$ cat src/rtl/tile_pkg.sv
// Shared types and helpers for the tile transposer.
//   N_DEF / W_DEF : default tile dimension and element width
//   elem_t        : one element
//   vec_t         : one row or one column (N elements)
//   tile_t        : one full N x N tile
//   clog2_min1    : counter width helper that never returns zero
package tile_pkg;

  localparam int N_DEF = 10;
  localparam int W_DEF = 10;

  typedef logic [W_DEF-1:0] elem_t;
  typedef elem_t [N_DEF-1:0] vec_t;
  typedef vec_t  [N_DEF-1:0] tile_t;

  // Width of a counter that must hold 0..n-1; a one-bit minimum keeps
  // degenerate sizes from producing zero-width vectors.
  function automatic int clog2_min1(input int n);
    int c;
    c = $clog2(n);
    return (c < 1) ? 1 : c;
  endfunction

endpackage

$ cat src/rtl/tile_bank_ctrl.sv
// Bank pointer and beat counter for one side of the transposer.
//   i_clk, i_rst_n : clock, asynchronous active-low reset
//   i_adv          : a beat was accepted on this side this cycle
//   o_bank         : bank currently being filled (write) or drained (read)
//   o_cnt          : beat index within the current tile, 0..N-1
//   o_last         : o_cnt is on the final beat of the tile
// On an accepted final beat the counter wraps to zero and the bank flips.
module tile_bank_ctrl
  import tile_pkg::*;
#(
  parameter int N  = N_DEF,
  parameter int CW = clog2_min1(N)
) (
  input  logic          i_clk,
  input  logic          i_rst_n,
  input  logic          i_adv,
  output logic          o_bank,
  output logic [CW-1:0] o_cnt,
  output logic          o_last
);

  assign o_last = (o_cnt == CW'(N - 1));

  // NOTE: clocked state uses non-blocking assignments so every register
  // samples pre-edge values, independent of block ordering.
  always_ff @(posedge i_clk or negedge i_rst_n) begin
    if (!i_rst_n) begin
      o_bank <= 1'b0;
      o_cnt  <= '0;
    end else if (i_adv) begin
      if (o_last) begin
        o_cnt  <= '0;
        o_bank <= ~o_bank;
      end else begin
        o_cnt <= o_cnt + CW'(1);
      end
    end
  end

endmodule

$ cat src/rtl/tile_transposer.sv
// Ping-pong N x N tile transposer.
//   i_clk, i_rst_n  : clock, asynchronous active-low reset
//   i_valid/o_ready : row handshake; i_row[j] is column j of the row
//   i_last          : producer end-of-tile marker, only cross-checked
//   o_valid/i_ready : column handshake; o_col[i] is row i of the column
//   o_last          : final column of a tile
//   o_err           : sticky, i_last disagreed with the row count
// Two banks: one fills row by row while the other drains column by column.
module tile_transposer
  import tile_pkg::*;
#(
  parameter int N = N_DEF,
  parameter int W = W_DEF
) (
  input  logic                  i_clk,
  input  logic                  i_rst_n,
  input  logic                  i_valid,
  output logic                  o_ready,
  input  logic [N-1:0][W-1:0]   i_row,
  input  logic                  i_last,
  output logic                  o_valid,
  input  logic                  i_ready,
  output logic [N-1:0][W-1:0]   o_col,
  output logic                  o_last,
  output logic                  o_err
);

  localparam int CW = clog2_min1(N);

  logic [N-1:0][N-1:0][W-1:0] mem [2];
  logic [1:0]                 bank_full;

  logic          wr_bank, rd_bank;
  logic [CW-1:0] wr_row, rd_col;
  logic          wr_last, rd_last;
  logic          wr_fire, rd_fire;

  // A bank is writable only while empty and readable only while full, so
  // the two sides can never touch the same bank in one cycle.
  assign o_ready = !bank_full[wr_bank];
  assign wr_fire = i_valid && o_ready;
  assign o_valid = bank_full[rd_bank];
  assign rd_fire = o_valid && i_ready;
  assign o_last  = o_valid && rd_last;

  tile_bank_ctrl #(.N(N), .CW(CW)) u_wr_ctrl (
    .i_clk   (i_clk),
    .i_rst_n (i_rst_n),
    .i_adv   (wr_fire),
    .o_bank  (wr_bank),
    .o_cnt   (wr_row),
    .o_last  (wr_last)
  );

  tile_bank_ctrl #(.N(N), .CW(CW)) u_rd_ctrl (
    .i_clk   (i_clk),
    .i_rst_n (i_rst_n),
    .i_adv   (rd_fire),
    .o_bank  (rd_bank),
    .o_cnt   (rd_col),
    .o_last  (rd_last)
  );

  // NOTE: tile storage is deliberately left out of reset; bank_full gates
  // every read, so stale contents are never presented as valid.
  always_ff @(posedge i_clk) begin
    if (wr_fire) begin
      mem[wr_bank][wr_row] <= i_row;
    end
  end

  // Column select: element i of the output is row i at the current column.
  // NOTE: the output gets a full default before the loop so no path through
  // this block can leave it unassigned and infer a latch.
  always_comb begin
    o_col = '0;
    for (int i = 0; i < N; i++) begin
      o_col[i] = mem[rd_bank][i][rd_col];
    end
  end

  // Fill-complete and drain-complete may land together; they always
  // address different banks, so both updates take effect.
  always_ff @(posedge i_clk or negedge i_rst_n) begin
    if (!i_rst_n) begin
      bank_full <= '0;
    end else begin
      if (wr_fire && wr_last) begin
        bank_full[wr_bank] <= 1'b1;
      end
      if (rd_fire && rd_last) begin
        bank_full[rd_bank] <= 1'b0;
      end
    end
  end

  // The producer's marker is only audited; control relies on wr_row alone.
  always_ff @(posedge i_clk or negedge i_rst_n) begin
    if (!i_rst_n) begin
      o_err <= 1'b0;
    end else if (wr_fire && (i_last != wr_last)) begin
      o_err <= 1'b1;
    end
  end

endmodule

$ cat config.mk
export PLATFORM = sky130hd
export DESIGN_NAME = tile_transposer
export DESIGN_NICKNAME = d
export VERILOG_FILES = /design/src/rtl/tile_pkg.sv /design/src/rtl/tile_bank_ctrl.sv /design/src/rtl/tile_transposer.sv
export SDC_FILE = /design/constraint.sdc
export NUM_CORES = 2
export LEC_CHECK = 0
export CAP_MARGIN = 20
export CORE_MARGIN = 4
export CORE_UTILIZATION = 55
export CTS_CLUSTER_DIAMETER = 80
export CTS_CLUSTER_SIZE = 14
export DETAILED_ROUTE_END_ITERATION = 12
export PLACE_DENSITY = 0.72
export SYNTH_ARGS = -nofsm -noshare
export SYNTH_HDL_FRONTEND = slang
export SYNTH_SLANG_ARGS = --single-unit
$ cat constraint.sdc
create_clock -name i_clk -period 20.4 [get_ports i_clk]
set_input_delay 2.04 -clock i_clk [delete_from_list [all_inputs] [get_ports i_clk]]
set_output_delay 2.04 -clock i_clk [all_outputs]
set_load 0.01 [all_outputs]
==> results_dict.tcl <==
set metrics [dict create \
    cp.required_ns 18.36 \
    firstDrtPassIters 6 \
    die_h_um 385 \
    nets 4367 \
    postRouteAntennaNets 0 \
    final_area_mm2 0.0868 \
    gp_congestion 0.801 \
    powerDensity_mw_per_mm2 134 \
    postSynthAreaPerCell_um2 19.3 \
    tightest_slew_ns 1.23 \
    synth_commonest_cells "edfxtp_1 (2000), mux2i_1 (801), nor2_1 (111)" \
    hp-start "o_err" \
    hp-class "flop to flop" \
    synth-seq-cells 2013 \
    core-area_mm2 0.141 \
    min_path_cells 1 \
    relSlewSlack 0.179 \
    syn_to_final_growth_pct 11.0 \
    switching_share 0.338 \
    syn_inst 4042 \
    postCtsHoldBufs 0 \
    num_rows 138 \
    synthDistinctLibCells 42 \
    yosys.area.top_type "edfxtp_1" \
    synth_most_common_cell "edfxtp_1" \
    grt_start_max_net_pins 127 \
    clockBufferDepth 3 \
    fin_util 0.614 \
    hold_ws_ns 0.484 \
    cellLeakagePower_nw 28.3 \
    netlist.area_leader.share 0.768 \
    clockRootBuffer "clkbuf_16" \
    vias 40229 \
    start_util 0.553 \
    clk_pin_slew_ns 0.07 \
    ys_warn_count 0 \
    cts_resized 0 \
    ir_drop_mv 0.117 \
    critPathLaunchType "flop" \
    clock_latency_ns 0.80 \
    power_frac_comb 0.339 \
    wl_um 201000 \
    via_per_inst 6.50 \
    skew_ns 0.0302 \
    clkSinkCount 2013 \
    die_w_um 385 \
    htreeDepth 4 \
    rr_startpoint "u_wr_ctrl.o_bank" \
    io_pins 209 \
    seqPwrFrac 0.419 \
    grt_setup_unrepaired "false" \
    r2r_slack_ns 16.20 \
    maxCapViolations 0 \
    netlist_area_mm2 0.0782 \
    antenna_found_initial 33 \
    outcome "finished, final reports clean" \
    finalCritPeriodShare 0.445 \
    worst_r2r_path_depth 5 \
    intPower_w 0.00771 \
    pwr-share-clk 0.242 \
    cts_setup_buffers 0 \
    wl_per_cell_um 32.5 \
    overflow 0 \
    worst-setup-path-type "flop to output pin" \
    r2r-end "mem[1][313]" \
    placed_area_mm2 0.0821 \
    cts_buffers 162 \
    crit_fanout 126 \
    cp.arrival_ns 7.03 \
    first_iter_violations 4544 \
    slew_violations 0 \
    setup_viol 0 \
    io_buffers 208 \
    period_needed_ns 9.07 \
    synth_edf_count 2000 \
    grt_pass1_vias 39242 \
    netSwitchingPower_w 0.00394 \
    drc 0 \
    hold_end "o_err" \
    cts_tree "built" \
    syn_nets 4147 \
    grt_use_total 0.272 \
    fmax_mhz 110 \
    grt_pass1_wl_um 287000 \
    layout-drive-gt1-share 0.123 \
    ys_seq_area_frac 0.773 \
    synthTopCellsByArea "edfxtp_1 (77%), mux2i_1 (10%), mux4_2 (2.9%), o31ai_2 (1.6%), o22a_1 (1.1%)" \
    final.setup.tns_ns 0 \
    ys_async_sr_fraction 0.00646 \
    cp-end-kind "output pin" \
    die_area_mm2 0.148 \
    dp_hpwl_um 114000 \
    hold_viol 0 \
    ys.flop_type "edfxtp_1" \
]
cells in the final DEF, fill, tap and decap left out, drive strengths merged, types with 3 or more instances in the layout:
cell	count
edfxtp	2000
mux2i	801
clkdlybuf4s50	208
clkbuf	180
nor2	111
nor3	107
o21ai	104
a21oi	102
o22a	101
mux4	100
o22ai	100
o31ai	100
o221ai	100
buf	96
nand2	14
diode	13
dfrtp	13
inv	10
xnor2	6
clkinv	6
nand2b	4
nor4	4
nand3	3
kinds of logic (layout without fill, tap and decap cells):
kind of cell	Yosys count	count (layout)	synth area share
other cells	0	13	0
flops	2013	2013	0.773
buf+inv	254	500	0.0185
xor+xnor	7	7	0.000784
simple gates	255	255	0.0150
compound gates	611	611	0.0616
mux	902	902	0.132
how the worst max path moves through the flow:
stage / start / end / slack (ns) / depth (start not counted)
after floorplan: i_valid / mem[0][100] / 7.08 / 2
after global placement: u_rd_ctrl.o_bank / o_col[64] / 12.00 / 8
after detailed placement: u_rd_ctrl.o_bank / o_col[64] / 11.98 / 8
after CTS: u_rd_ctrl.o_bank / o_col[64] / 11.14 / 8
after global routing: u_rd_ctrl.o_bank / o_col[64] / 10.91 / 8
final: u_rd_ctrl.o_bank / o_col[64] / 11.33 / 8
cell type report:
type / instances / area, um2
antenna: 13 / 32.5
clock buffer: 179 / 4270
clock inverter: 11 / 149
fill: 9770 / 54600
inverter: 5 / 22.5
multi-input combinational: 1775 / 16500
sequential: 2013 / 60400
tap: 1890 / 2360
timing repair buffer: 305 / 3030
sequential cells by signal, indices dropped and copies added (netlist names):
signal,cells
mem,2000
u_rd_ctrl.o_cnt,4
u_wr_ctrl.o_cnt,4
bank_full,2
o_err,1
u_rd_ctrl.o_bank,1
u_wr_ctrl.o_bank,1
power groups by stage:
| stage | sequential [W] | combinational (W) | clock, W |
|---|---|---|---|
| 6_report | 0.00489 | 0.00394 | 0.00282 |
| 5_1_grt | 0.00490 | 0.00413 | 0.00303 |
| 4_1_cts | 0.00489 | 0.00394 | 0.00286 |
| 3_5_place_dp | 0.00497 | 0.00392 | 0 |
| 3_3_place_gp | 0.00497 | 0.00390 | 0 |
| 2_1_floorplan | 0.00491 | 0.00244 | 0 |
per-stage QoR:
step           instances  worst slack [ns]  power [W]
2_1_floorplan       4042              7.08    0.00735
4_1_cts             6168             11.14     0.0117
5_1_grt             6182             10.91     0.0121
3_5_place_dp        5978             11.98    0.00890
3_3_place_gp        5976             12.00    0.00886
6_report            6191             11.33     0.0117
critical path: stages, from the launching register on:
cell and delay (ns):
dfrtp_4 0.89, buf_12 0.69, buf_4 0.91, buf_4 0.88, buf_4 0.77, mux4_2 0.35
a21oi_1 0.09, o31ai_2 0.76, clkdlybuf4s50_1 0.69
metal layers:
| metal | part of all wire | vias to the layer above | global-route usage |
|---|---|---|---|
| met5 | 0.00074 | - | 0 |
| met4 | 0.029 | 16 | 0.0813 |
| met3 | 0.10 | 308 | 0.0635 |
| met2 | 0.47 | 2081 | 0.425 |
| met1 | 0.39 | 20980 | 0.386 |
| li1 | - | 16844 | - |
Note: power is estimated with default switching activity, not from simulation.
